===== config.mk =====
export PLATFORM = sky130hd
export DESIGN_NAME = universal_shift_reg_flat
export DESIGN_NICKNAME = d
export VERILOG_FILES = /design/src/rtl/universal_shift_reg_if.sv /design/src/rtl/universal_shift_reg.sv /design/src/flat_wrapper.sv
export SDC_FILE = /design/constraint.sdc
export NUM_CORES = 1
export LEC_CHECK = 0
export ABC_AREA = 0
export CORE_AREA = 2 2 74 76
export DETAILED_ROUTE_END_ITERATION = 8
export DIE_AREA = 0 0 76 78
export PLACE_DENSITY = 0.65
export SETUP_SLACK_MARGIN = 0.5
export SYNTH_ARGS = -nofsm -noshare
export SYNTH_HDL_FRONTEND = slang
export SYNTH_SLANG_ARGS = --single-unit

===== constraint.sdc =====
create_clock -name clk -period 1.96 [get_ports clk]
set_clock_uncertainty 0.05 [all_clocks]
set_input_delay 0.392 -clock clk [delete_from_list [all_inputs] [get_ports clk]]
set_output_delay 0.392 -clock clk [all_outputs]
set_load 0.005 [all_outputs]

===== src/rtl/universal_shift_reg_if.sv =====
// Control/data bundle for universal_shift_reg.
// The master side drives operation requests; the slave side (the register)
// returns contents, serial outputs and sequence status.
interface universal_shift_reg_if #(
   parameter int WIDTH = 8,
   parameter int CNT_W = 4
);
   logic             clear;
   logic             en;
   logic [2:0]       mode;
   logic [WIDTH-1:0] d;
   logic             sin_l;
   logic             sin_r;
   logic             start;
   logic [CNT_W-1:0] count;
   logic [WIDTH-1:0] q;
   logic             sout_l;
   logic             sout_r;
   logic             busy;
   logic             done;

   modport master (
      output clear, en, mode, d, sin_l, sin_r, start, count,
      input  q, sout_l, sout_r, busy, done
   );

   modport slave (
      input  clear, en, mode, d, sin_l, sin_r, start, count,
      output q, sout_l, sout_r, busy, done
   );
endinterface


===== src/rtl/universal_shift_reg.sv =====
// Universal shift register: hold / load / shift / rotate / arithmetic shift
// as single steps, plus a counted multi-step sequence (IDLE/RUN FSM) that
// latches its mode and length at acceptance and pulses done when finished.
module universal_shift_reg #(
   parameter int WIDTH = 8,
   parameter int CNT_W = 4
) (
   input  logic clk,
   input  logic reset_n,
   universal_shift_reg_if.slave bus
);

   typedef enum logic [2:0] {
      M_HOLD = 3'b000,
      M_LOAD = 3'b001,
      M_SHL  = 3'b010,
      M_SHR  = 3'b011,
      M_ROL  = 3'b100,
      M_ROR  = 3'b101,
      M_ASR  = 3'b110,
      M_RSVD = 3'b111
   } mode_e;

   typedef enum logic {
      S_IDLE = 1'b0,
      S_RUN  = 1'b1
   } state_e;

   state_e           state, state_nxt;
   logic [WIDTH-1:0] q_r, q_nxt;
   logic [CNT_W-1:0] rem, rem_nxt;
   mode_e            lmode, lmode_nxt;
   logic             done_r, done_nxt;
   mode_e            cur_mode;
   logic             seq_mode;

   // One step of the selected operation; reserved and hold leave v unchanged.
   function automatic logic [WIDTH-1:0] step_op(
      input mode_e            m,
      input logic [WIDTH-1:0] v,
      input logic [WIDTH-1:0] ld,
      input logic             sl,
      input logic             sr
   );
      logic [WIDTH-1:0] r;
      r = v;
      case (m)
         M_LOAD: r = ld;
         M_SHL:  r = {v[WIDTH-2:0], sl};
         M_SHR:  r = {sr, v[WIDTH-1:1]};
         M_ROL:  r = {v[WIDTH-2:0], v[WIDTH-1]};
         M_ROR:  r = {v[0], v[WIDTH-1:1]};
         M_ASR:  r = {v[WIDTH-1], v[WIDTH-1:1]};
         default: r = v;
      endcase
      return r;
   endfunction

   assign cur_mode = mode_e'(bus.mode);

   // Only the shifting modes (SHL..ASR) may start a counted sequence.
   assign seq_mode = (bus.mode >= 3'b010) && (bus.mode <= 3'b110);

   // State, contents and sequence bookkeeping; async reset clears everything.
   always_ff @(posedge clk or negedge reset_n) begin
      if (!reset_n) begin
         state  <= S_IDLE;
         q_r    <= '0;
         rem    <= '0;
         lmode  <= M_HOLD;
         done_r <= 1'b0;
      end else begin
         state  <= state_nxt;
         q_r    <= q_nxt;
         rem    <= rem_nxt;
         lmode  <= lmode_nxt;
         done_r <= done_nxt;
      end
   end

   // Next-state logic: clear beats everything, en=0 freezes everything,
   // start beats a single step in IDLE, and RUN ignores start/mode inputs.
   always_comb begin
      state_nxt = state;
      q_nxt     = q_r;
      rem_nxt   = rem;
      lmode_nxt = lmode;
      done_nxt  = 1'b0;

      if (bus.clear) begin
         state_nxt = S_IDLE;
         q_nxt     = '0;
         rem_nxt   = '0;
      end else if (bus.en) begin
         case (state)
            S_IDLE: begin
               if (bus.start && seq_mode) begin
                  // Acceptance edge only latches; q moves on later edges.
                  lmode_nxt = cur_mode;
                  if (bus.count == '0) begin
                     done_nxt = 1'b1;
                  end else begin
                     state_nxt = S_RUN;
                     rem_nxt   = bus.count;
                  end
               end else begin
                  q_nxt = step_op(cur_mode, q_r, bus.d, bus.sin_l, bus.sin_r);
               end
            end
            S_RUN: begin
               // Serial inputs are sampled live on every step.
               q_nxt   = step_op(lmode, q_r, bus.d, bus.sin_l, bus.sin_r);
               rem_nxt = rem - CNT_W'(1);
               if (rem == CNT_W'(1)) begin
                  state_nxt = S_IDLE;
                  done_nxt  = 1'b1;
               end
            end
            default: state_nxt = S_IDLE;
         endcase
      end
   end

   assign bus.q      = q_r;
   assign bus.sout_l = q_r[WIDTH-1];
   assign bus.sout_r = q_r[0];
   assign bus.busy   = (state == S_RUN);
   assign bus.done   = done_r;

endmodule


===== src/flat_wrapper.sv =====
// flat-port wrapper written by rule: the top's interface ports become plain ports
module universal_shift_reg_flat 
#(
   parameter int WIDTH = 8,
   parameter int CNT_W = 4
)
  (clk, reset_n, bus_clear, bus_en, bus_mode, bus_d, bus_sin_l, bus_sin_r, bus_start, bus_count, bus_q, bus_sout_l, bus_sout_r, bus_busy, bus_done);
  universal_shift_reg_if #(.WIDTH(WIDTH), .CNT_W(CNT_W)) bus_i ();
  input  logic clk;
  input  logic reset_n;
  input wire logic [$bits(bus_i.clear)-1:0] bus_clear;
  input wire logic [$bits(bus_i.en)-1:0] bus_en;
  input wire logic [$bits(bus_i.mode)-1:0] bus_mode;
  input wire logic [$bits(bus_i.d)-1:0] bus_d;
  input wire logic [$bits(bus_i.sin_l)-1:0] bus_sin_l;
  input wire logic [$bits(bus_i.sin_r)-1:0] bus_sin_r;
  input wire logic [$bits(bus_i.start)-1:0] bus_start;
  input wire logic [$bits(bus_i.count)-1:0] bus_count;
  output wire logic [$bits(bus_i.q)-1:0] bus_q;
  output wire logic [$bits(bus_i.sout_l)-1:0] bus_sout_l;
  output wire logic [$bits(bus_i.sout_r)-1:0] bus_sout_r;
  output wire logic [$bits(bus_i.busy)-1:0] bus_busy;
  output wire logic [$bits(bus_i.done)-1:0] bus_done;
  assign bus_i.clear = bus_clear;
  assign bus_i.en = bus_en;
  assign bus_i.mode = bus_mode;
  assign bus_i.d = bus_d;
  assign bus_i.sin_l = bus_sin_l;
  assign bus_i.sin_r = bus_sin_r;
  assign bus_i.start = bus_start;
  assign bus_i.count = bus_count;
  assign bus_q = bus_i.q;
  assign bus_sout_l = bus_i.sout_l;
  assign bus_sout_r = bus_i.sout_r;
  assign bus_busy = bus_i.busy;
  assign bus_done = bus_i.done;
  universal_shift_reg #(.WIDTH(WIDTH), .CNT_W(CNT_W)) u_core (.clk(clk), .reset_n(reset_n), .bus(bus_i));
endmodule

==> flow_metrics.env, run 1 <==
export IMPL_antenna_cells=0
export IMPL_tightest_slew_ns=0.400
export IMPL_initialDrtViolationCount=115
export IMPL_ys_warnings_count=0
export IMPL_vias=2064
export IMPL_period_needed_ns=1.67
export IMPL_ctsHoldBuffers=0
export IMPL_dr_pass1_iters=4
export IMPL_setup_ws_ns=0.294
export IMPL_crit_path_max_fanout=7
export IMPL_nFillCells=444
export IMPL_clkPwrFrac=0.161
export IMPL_finalSetupTns_ns=0
export IMPL_timing_slew_headroom=0.731
export IMPL_worstPathArrival_ns=1.74
export IMPL_syn_area_um2=1720
export IMPL_antenna_found_initial=0
export IMPL_combPwrFrac=0.573
export IMPL_multi_input_area_um2=1360
export IMPL_placed_cells=316
export IMPL_floorplan_initialDensity=0.341
export IMPL_ys_ff_latch=17
export IMPL_hold_violations=0
export IMPL_r2r_start="u_core.lmode[1]"
export IMPL_r2r_slack_ns=0.29
export IMPL_drtAntennaViolNets=0
export IMPL_chipHeight_um=78
export IMPL_rsz0062_at_grt="true"
export IMPL_seq_area_frac_synth=0.247
export IMPL_ios=34
export IMPL_cts_sinks=17
export IMPL_drc=0
export IMPL_grt_overflow=0
export IMPL_drv_slew=0
export IMPL_cp_required_ns=2.03
export IMPL_syn_nets=214
export IMPL_fmax_ghz=0.600
export IMPL_dieWidth_um=76
export IMPL_clk_pin_slew_worst_paths_ns=0.07
export IMPL_wl_per_cell_um=18.2
export IMPL_max_cap_violations=0
export IMPL_dieArea_um2=5930
export IMPL_grt_pass1_wl_mm=10.4
export IMPL_ys_types=60
export IMPL_cts_buffer_depth=2
export IMPL_setup_viol=0
export IMPL_leakage_nw=1.25
export IMPL_seq_area_um2=440
export IMPL_viasPerCell=5.80
export IMPL_switching_power_uw=670
export IMPL_cts_root_buf="clkbuf_8"
export IMPL_sw_frac_of_total=0.387
export IMPL_grt_pass1_vias=2118
export IMPL_clock_latency_ns=0.26
export IMPL_syn_instance_count=190
export IMPL_final_instance_count_excl_fill=356
export IMPL_finish_instance_area_um2=2940
export IMPL_status="complete, no violations"
export IMPL_fin_crit_sh=0.850
export IMPL_crit_type="reg2reg"
export IMPL_rr_endpoint="u_core.bus.q[7]"
export IMPL_ir_worst_vdd_mv=0.317
export IMPL_grt_max_degree=18
export IMPL_async_reset_ff_frac=1.00
export IMPL_hp_class="in2async"
export IMPL_drive_gt1_frac=0.510
export IMPL_reg2reg_depth=6
export IMPL_synth_edf_count=0
export IMPL_pre_cts_slack_ns=-0.326
export IMPL_cts_tree="built"
export IMPL_num_rows=26
export IMPL_io_buffers=33
export IMPL_dp_hpwl_mm=3.87
export IMPL_area_delta_synth_final_pct=71.0
export IMPL_post_route_util=0.583
export IMPL_syn_area_per_cell_um2=9.05
export IMPL_cts_buffers=3
export IMPL_nets=311
export IMPL_cts_htree_levels=1
export IMPL_power_density_nw_per_um2=589
export IMPL_intPower_mw=1.06
export IMPL_p_total_mw=1.73
export IMPL_startpoint_type="flip-flop"
export IMPL_coreArea_um2=5040
export IMPL_track_usage=0.217
export IMPL_endpoint_kind="flip-flop"
export IMPL_routed_wl_mm=6.49
export IMPL_placed_area_um2=2380
export IMPL_place_gp_congestion=0.876
export IMPL_synth_main_ff_cell="dfrtp_1"
export IMPL_whs_ns=0.404
export IMPL_seqPwrFrac=0.266
==> area by class of cell <==
cell class,count,area share
multi-input combinational,144,0.461
timing repair buffer,109,0.329
sequential,17,0.150
tap,70,0.0298
clock buffer,4,0.0153
inverter,12,0.0153
==> critical path, cell delays in order, from the launching register on <==
cell and delay, ns:
dfrtp_2 0.46, buf_6 0.15, buf_4 0.13, nand2_1 0.14, a21oi_1 0.11, o311ai_0 0.35, o41ai_1 0.13
==> power by group through the flow <==
stage / Sequential [mW] / Clock, mW / Combinational, mW
after global placement: 0.504 / 0 / 0.653
after floorplan: 0.447 / 0 / 0.429
final: 0.461 / 0.279 / 0.993
after CTS: 0.455 / 0.287 / 0.902
after detailed placement: 0.503 / 0 / 0.659
after global routing: 0.467 / 0.306 / 1.06
==> worst max-delay path by stage <==
stage | startpoint | end | slack (ns) | depth (start not counted)
after detailed placement | bus_mode[1] | u_core.bus.q[4] | -0.33 | 6
after global placement | bus_mode[1] | u_core.bus.q[4] | -0.34 | 6
after floorplan | bus_mode[2] | u_core.rem[3] | 0.35 | 5
final | u_core.lmode[1] | u_core.bus.q[7] | 0.29 | 6
after CTS | bus_mode[2] | u_core.lmode[2] | 0.30 | 7
after global routing | u_core.lmode[2] | u_core.bus.q[0] | 0.21 | 5
==> cell families (layout without fill, tap and decap cells) <==
logic type               Yosys count  after routing  share of synthesized area
multiplexers                      12             12                     0.0721
adder cells (fa/ha/maj)            2              2                     0.0146
AO/OA/AOI/OAI                     67             67                      0.328
flip-flops                        17             17                      0.247
AND/OR/NAND/NOR                   61             61                      0.237
XOR/XNOR                           2              2                     0.0146
buffers and inverters             29            125                     0.0873
==> layout by cell type (no fill, tap or decap), types with 3 or more instances in the layout <==
master | synthesis | layout
buf_6 | 3 | 15
buf_4 | 3 | 58
nor3b_1 | 4 | 3
a2111oi_2 | 0 | 3
nand2b_1 | 6 | 6
o211ai_1 | 4 | 4
a21oi_1 | 14 | 12
dfrtp_1 | 17 | 5
nand2_1 | 8 | 6
inv_1 | 11 | 10
mux2i_1 | 9 | 9
clkbuf_8 | 0 | 3
clkdlybuf4s50_1 | 0 | 11
nand3b_1 | 8 | 8
o41ai_2 | 6 | 6
dlygate4sd2_1 | 0 | 17
o21ai_0 | 5 | 4
dfrtp_2 | 0 | 12
o2bb2ai_1 | 3 | 3
nand4_1 | 6 | 6
a21boi_1 | 0 | 3
a21boi_0 | 6 | 3
nand4b_1 | 4 | 4
==> layer usage <==
layer  up-vias  track usage  part of all wire
met2        96        0.383              0.50
met5         -            0                 0
met3        26       0.0407             0.062
met1       999        0.266              0.40
met4         0       0.0745             0.036
li1        943            -                 -
==> flip-flops by register name (all words and copies together) (netlist names) <==
signal           count
u_core.bus.q         8
u_core.bus.done      1
u_core.lmode         3
u_core.rem           4
u_core.bus.busy      1
==> synthesized netlist by cell type, types with 2 or more instances <==
cell       number  area [um^2]
or3_1           2         12.5
a21boi_0        6         45.0
buf_4           3         22.5
o311ai_0        2         17.5
nand3b_1        8         60.1
dfrtp_1        17          425
ha_1            2         25.0
nand3_1         3         15.0
o221ai_1        2         17.5
nand2b_1        6         37.5
and3_1          3         18.8
clkbuf_1        4         15.0
o21ai_0         5         25.0
o31ai_1         2         15.0
a32oi_1         2         17.5
nor3b_1         4         30.0
nand4_1         6         37.5
nor2_1          2         7.51
nand4b_1        4         35.0
nor2b_1         2         12.5
a211oi_1        2         15.0
a2111oi_0       3         26.3
mux2_2          3         33.8
a221oi_1        3         26.3
a21oi_1        14         70.1
o41ai_2         6         97.6
buf_6           3         33.8
nor3_1          2         10.0
mux2i_1         9         90.1
o211ai_1        4         30.0
or2_2           3         18.8
nand2_1         8         30.0
inv_1          11         41.3
o2bb2ai_1       3         26.3
buf_2           6         30.0
==> what timing repair did <==
action,in CTS,in global routing
buffers inserted,30,5
cloned,1,0
pin swaps,28,8
resized for setup,91,17
setup endpoints to repair,29,18
Power figures use the tool's default switching activity.
==> inputs of run 2 (changes only) <==
==> constraint.sdc (replaced) <==
create_clock -name clk -period 1.73 [get_ports clk]
set_clock_uncertainty 0.05 [all_clocks]
set_input_delay 0.346 -clock clk [delete_from_list [all_inputs] [get_ports clk]]
set_output_delay 0.346 -clock clk [all_outputs]
set_load 0.005 [all_outputs]
==> flow_metrics.env, run 2 (synthesis results as in run 1) <==
export IMPL_status="complete, no violations"
export IMPL_final_cell_mix="50 x buf_4, 23 x buf_6, 12 x a21oi_1, 12 x clkdlybuf4s50_1"
export IMPL_max_stage_delay_ns=0.51
export IMPL_cp_required_ns=1.82
export IMPL_reg2reg_depth=5
export IMPL_dp_hpwl_mm=4.00
export IMPL_fin_crit_sh=0.990
export IMPL_setup_viol=0
export IMPL_hp_class="in2async"
export IMPL_chipHeight_um=78
export IMPL_viasPerCell=5.61
export IMPL_vias=1979
export IMPL_dr_pass1_iters=4
export IMPL_grt_pass1_vias=1952
export IMPL_setup_ws_ns=0.0166
export IMPL_track_usage=0.205
export IMPL_floorplan_initialDensity=0.341
export IMPL_worstPathArrival_ns=1.80
export IMPL_drive_gt1_frac=0.534
export IMPL_post_route_util=0.588
export IMPL_switching_power_uw=728
export IMPL_final_instance_count_excl_fill=353
export IMPL_initialDrtViolationCount=166
export IMPL_placed_cells=319
export IMPL_tightest_slew_ns=0.476
export IMPL_clk_pin_slew_worst_paths_ns=0.08
export IMPL_cts_buffer_depth=2
export IMPL_fmax_ghz=0.584
export IMPL_antenna_found_initial=0
export IMPL_grt_max_degree=18
export IMPL_finish_instance_area_um2=2970
export IMPL_seq_area_um2=438
export IMPL_period_needed_ns=1.71
export IMPL_placed_area_um2=2430
export IMPL_drv_slew=0
export IMPL_crit_type="reg2reg"
export IMPL_dieWidth_um=76
export IMPL_dieArea_um2=5930
export IMPL_wl_per_cell_um=17.4
export IMPL_grt_pass1_wl_mm=9.83
export IMPL_worst_path_max_delay_cell="or4_4"
export IMPL_pre_cts_slack_ns=-0.548
export IMPL_area_delta_synth_final_pct=72.5
export IMPL_num_rows=26
export IMPL_endpoint_kind="flip-flop"
export IMPL_rr_endpoint="u_core.bus.q[0]"
export IMPL_grt_overflow=0
export IMPL_cts_root_buf="clkbuf_8"
export IMPL_nFillCells=446
export IMPL_largest_reg_flops=8
export IMPL_ir_worst_vdd_mv=0.330
export IMPL_finalSetupTns_ns=0
export IMPL_max_cap_violations=0
export IMPL_rsz0062_at_grt="true"
export IMPL_worstPathCellList="buf_6 > nand3b_1 > a21oi_1 > or4_4 > a32o_1"
export IMPL_ios=34
export IMPL_clock_latency_ns=0.26
export IMPL_crit_path_max_fanout=7
export IMPL_ctsHoldBuffers=0
export IMPL_cts_tree="built"
export IMPL_place_gp_congestion=0.847
export IMPL_multi_input_area_um2=1350
export IMPL_final_common_cell="buf_4"
export IMPL_power_density_nw_per_um2=645
export IMPL_p_total_mw=1.91
export IMPL_leakage_nw=1.26
export IMPL_r2r_slack_ns=0.02
export IMPL_cts_sinks=17
export IMPL_cts_htree_levels=1
export IMPL_combPwrFrac=0.559
export IMPL_nets=308
export IMPL_io_buffers=33
export IMPL_routed_wl_mm=6.13
export IMPL_startpoint_type="flip-flop"
export IMPL_clkPwrFrac=0.162
export IMPL_cts_buffers=3
export IMPL_sw_frac_of_total=0.381
export IMPL_timing_slew_headroom=0.682
export IMPL_intPower_mw=1.18
export IMPL_antenna_cells=0
export IMPL_drc=0
export IMPL_seqPwrFrac=0.279
export IMPL_hold_violations=0
export IMPL_coreArea_um2=5040
export IMPL_whs_ns=0.368
export IMPL_drtAntennaViolNets=0
export IMPL_r2r_start="u_core.lmode[2]"
run 2: cell types whose count changed in the layout (fill, tap and decap cells not counted), sizes merged:
| cell | delta |
|---|---|
| buf | +7 |
| clkbuf | -1 |
| clkdlybuf4s15 | +1 |
| clkdlybuf4s50 | +1 |
| clkinv | +1 |
| dlygate4sd2 | -12 |
run 2: area by class of cell:
cell class / instances / area share
repair buffers: 106 / 0.338
well taps: 70 / 0.0295
clock inverters: 1 / 0.00169
clock buffers: 3 / 0.0139
flip-flops and latches: 17 / 0.148
inverters: 12 / 0.0152
multi-input cells: 144 / 0.454
run 2: how the worst max path moves through the flow:
stage	from	to	slack, ns
floorplan	u_core.lmode[2]	u_core.bus.q[1]	0.16
global placement	bus_mode[0]	u_core.bus.q[7]	-0.55
detailed placement	bus_mode[0]	u_core.bus.q[7]	-0.55
CTS	u_core.lmode[2]	u_core.bus.q[0]	0.02
global route	u_core.lmode[1]	u_core.bus.q[3]	-0.01
finish	u_core.lmode[2]	u_core.bus.q[0]	0.02
run 2: timing repair:
item,CTS,global route
gates resized for setup,108,35
cloned,2,0
buffers inserted,21,7
endpoints found under the setup margin,29,25
pin swaps,9,14
run 2: routing by layer:
layer,GRT usage,part of all wire,vias to the layer above
li1,-,-,936
met1,0.270,0.44,964
met2,0.353,0.49,69
met3,0.0221,0.053,10
met4,0.0636,0.015,0
met5,0,0,-
run 2: power by group through the flow:
stage               combinational [mW]  sequential, mW  clock, mW
floorplan                        0.493           0.507          0
global placement                 0.780           0.554          0
detailed placement               0.791           0.556          0
CTS                              0.977           0.527      0.328
global route                      1.14           0.543      0.338
finish                            1.07           0.533      0.310
run 2: worst max-delay path, delay by kind of cell (launching register included):
kind / cells / cell delay, ns
compound gates: 2 / 0.33
buf+inv: 1 / 0.15
flops: 1 / 0.46
simple gates: 2 / 0.61
==> patch 1: new RTL, config.mk and constraints of run 2 <==
`CNT_W` is set to 4 in 3 places; all go to 6.
--- a/src/rtl/universal_shift_reg_if.sv
+++ b/src/rtl/universal_shift_reg_if.sv
@@ -5,3 +5,3 @@
    parameter int WIDTH = 8,
-   parameter int CNT_W = 4
+   parameter int CNT_W = 6
 );
--- a/src/rtl/universal_shift_reg.sv
+++ b/src/rtl/universal_shift_reg.sv
@@ -5,3 +5,3 @@
    parameter int WIDTH = 8,
-   parameter int CNT_W = 4
+   parameter int CNT_W = 6
 ) (
--- a/src/flat_wrapper.sv
+++ b/src/flat_wrapper.sv
@@ -4,3 +4,3 @@
    parameter int WIDTH = 8,
-   parameter int CNT_W = 4
+   parameter int CNT_W = 6
 )
Interface: changed (resized bus_count); port bits go from 34 to 36. The function was not compared with the original's and may differ.
==> patch 1 against run 2 <==
Via count up 21%. Largest power group unchanged. First-iteration DRC count down 5.4%. Synthesized area up 9.9%. Setup slack worse by 0.0013 ns. Global-route usage up 2.1 points. Sequential cell count up 2. Count of clock-buffer cells in the layout unchanged. Design area up 7.8%. Total power up 2.5%. Routed wire length up 17%.
==> patch 1: results <==
[logic_synthesis]
synthDistinctLibCells = 53
synth.area.top_cells = dfrtp_1 (25%), a21oi_1 (6.1%), mux2i_1 (5.8%), nand2_1 (5.4%), nor2b_1 (4.0%)
synth_adder_area_share = 0.0132
ys_seq_area_frac = 0.252
synth.net_count = 263

[layout]
fin_nets = 362
multi_input_gates = 181
seq_area_frac = 0.152
layout.buffer.nonclock.area_share = 0.334
drive_gt1_frac = 0.457
nonClockBufferCount = 117
nFlopsAndLatches = 19
nFillCells = 428
area_share_clock_buf_inv = 0.0145

[critical_path]
arrival_ns = 1.87
crit_family = flip-flops
ff2ff_path_depth = 6
cp_slowest_cell = dfrtp_2

[grt]
first_global_vias = 2217

[routing]
firstDrtPassIters = 7
wl_per_cell_um = 17.7

[placed_design]
pre_cts_slack_ns = -0.583
io_buffers = 35
gp_congestion = 0.912

[run_status]
status = finished clean

[power_and_ir_drop]
seqPwrFrac = 0.276
p_int_mw = 1.20
==> patch 1: metrics by stage <==
stage	hold slack, ns	cell area [µm²]	std cells	util
2_1_floorplan	0.000409	1990	237	-
3_3_place_gp	0.514	2670	376	0.530
3_5_place_dp	0.510	2670	376	0.530
4_1_cts	0.372	2950	399	0.585
5_1_grt	0.399	3200	405	0.634
6_report	0.363	3200	405	0.634
==> patch 1: routing by layer <==
metal | wire length [µm] | track usage | vias to the layer above
met2 | 3370 | 0.382 | 100
met5 | 0 | 0 | -
met1 | 3190 | 0.300 | 1171
met4 | 186 | 0.0873 | 0
li1 | - | - | 1093
met3 | 415 | 0.0198 | 23
==> patch 1: timing repair <==
action	CTS	global route
setup endpoints to repair	31	31
pin swaps	10	26
hold buffers	0	0
buffers inserted	18	6
gates cloned	1	0
gates resized for setup	75	69
==> patch 2: new RTL, config.mk and constraints of run 2 <==
Without the edit above. Make the reset (`reset_n`) synchronous in one clocked block. Comments in the files are not updated.
--- a/src/rtl/universal_shift_reg.sv
+++ b/src/rtl/universal_shift_reg.sv
@@ -64,3 +64,3 @@
    // State, contents and sequence bookkeeping; async reset clears everything.
-   always_ff @(posedge clk or negedge reset_n) begin
+   always_ff @(posedge clk) begin
       if (!reset_n) begin
Check against the original RTL: differs if reset_n is asserted again (counterexample within 4 cycles, from zero or initial values and one cycle with reset_n low); with reset_n held inactive, the same outputs for 10 cycles.
==> patch 2 against run 2 <==
Setup slack improved by 0.17 ns. Cell count rose by 1.4%. Routed wire length rose by 0.67%. Non-clock buffer count fell by 5. First-iteration DRC count rose by 55%. Hold slack improved by 0.072 ns. Synthesized area fell by 6.9%. Design area fell by 5.6%. Utilization fell by 3.3 points. Sequential cell count did not move. Global-route usage fell by 0.18 points. Via count rose by 2.0%. Critical endpoint is now u_core.bus.q[6]$_SDFFE_PP0P_. Highest routed layer unchanged.
Power is not compared: it rests on default switching activity, and its combinational part moved more than twofold at a synthesized area within 25%.
==> patch 2: results <==
[run_status]
status = finished clean

[critical_path]
cp_slowest_cell = or3_4
reg2reg_to = u_core.bus.q[6]$_SDFFE_PP0P_
arrival_ns = 1.65
critPathMaxStageDelay_ns = 0.40
timing.critical_path.from = u_core.lmode[1]$_SDFFE_PN0P_

[routing]
met3_length_um = 514
drt-initial-drc-count = 257
wl_met2_um = 2950
met1_length_um = 2540
wl_per_cell_um = 17.2
routed_via_density = 5.64

[sta]
worst_slew_margin_rel = 0.702
hold_ws_ns = 0.441
fmax_mhz = 648

[placed_design]
io_buffers = 33
pre_cts_slack_ns = -0.537
gp_congestion = 0.814
dpl.hpwl_um = 3690
dp_cells = 328
place_area_um2 = 2270

[clock_network]
cts_setup_buffers = 24
post_cts_resized = 146
clk-insertion-delay-late_ns = 0.26

[logic_synthesis]
synth.net_count = 224
synth_flop_cell = dfxtp_1
async_flop_share = 0
synth.area.top_cells = dfxtp_1 (21%), a21oi_1 (5.6%), mux2i_1 (5.6%), a211o_1 (3.8%), a32o_1 (3.8%)
synthDistinctLibCells = 52
ys_warn_count = 0
yosys-top-cells-count = a21oi_1 (18), dfxtp_1 (17), nor2_1 (16), nand2_1 (11)
ys_seq_area_frac = 0.213
avgSynthCellArea_um2 = 8.00

[worst_hold_path]
hold_path.startpoint = u_core.rem[1]$_SDFFE_PP0P_
worst_hold_path_type = flip-flop to flip-flop

[grt]
track_usage = 0.203
grtUsageMet2 = 0.336
use_met3 = 0.0267
grt_pass1_wl_um = 9790
grt_max_degree = 15
first_global_vias = 1949
grt_use_met1 = 0.271

[layout]
drive_gt1_frac = 0.500
final_area_um2 = 2800
nFillCells = 438

[power_and_ir_drop]
swShare = 0.327
[patch 2: cell count changes after synthesis, moves of 5 or more]
cell,change
a211o_1,+7
a21boi_0,-6
a31oi_1,+7
a32o_1,+5
and3_1,+6
dfrtp_1,-17
dfxtp_1,+17
nand3b_1,-8
nand4_1,-5
nor2_1,+14
nor2b_1,+7
o41ai_2,-5
[patch 2: final cells by class]
cell class | count | area share
Timing Repair Buffer | 101 | 0.340
Inverter | 10 | 0.0152
Multi-Input combinational cell | 156 | 0.460
Clock inverter | 1 | 0.00179
Sequential cell | 17 | 0.138
Clock buffer | 3 | 0.0147
Tap cell | 70 | 0.0313
[patch 2: cells by family after synthesis]
group	count (synthesis)	synth area share
DFF	17	0.213
and+or+nand+nor	67	0.246
adders and majority gates	3	0.0219
xor gates and xnor gates	3	0.0211
AOI/OAI and AO/OA	73	0.341
muxes	10	0.0633
buffers and inverters	27	0.0938
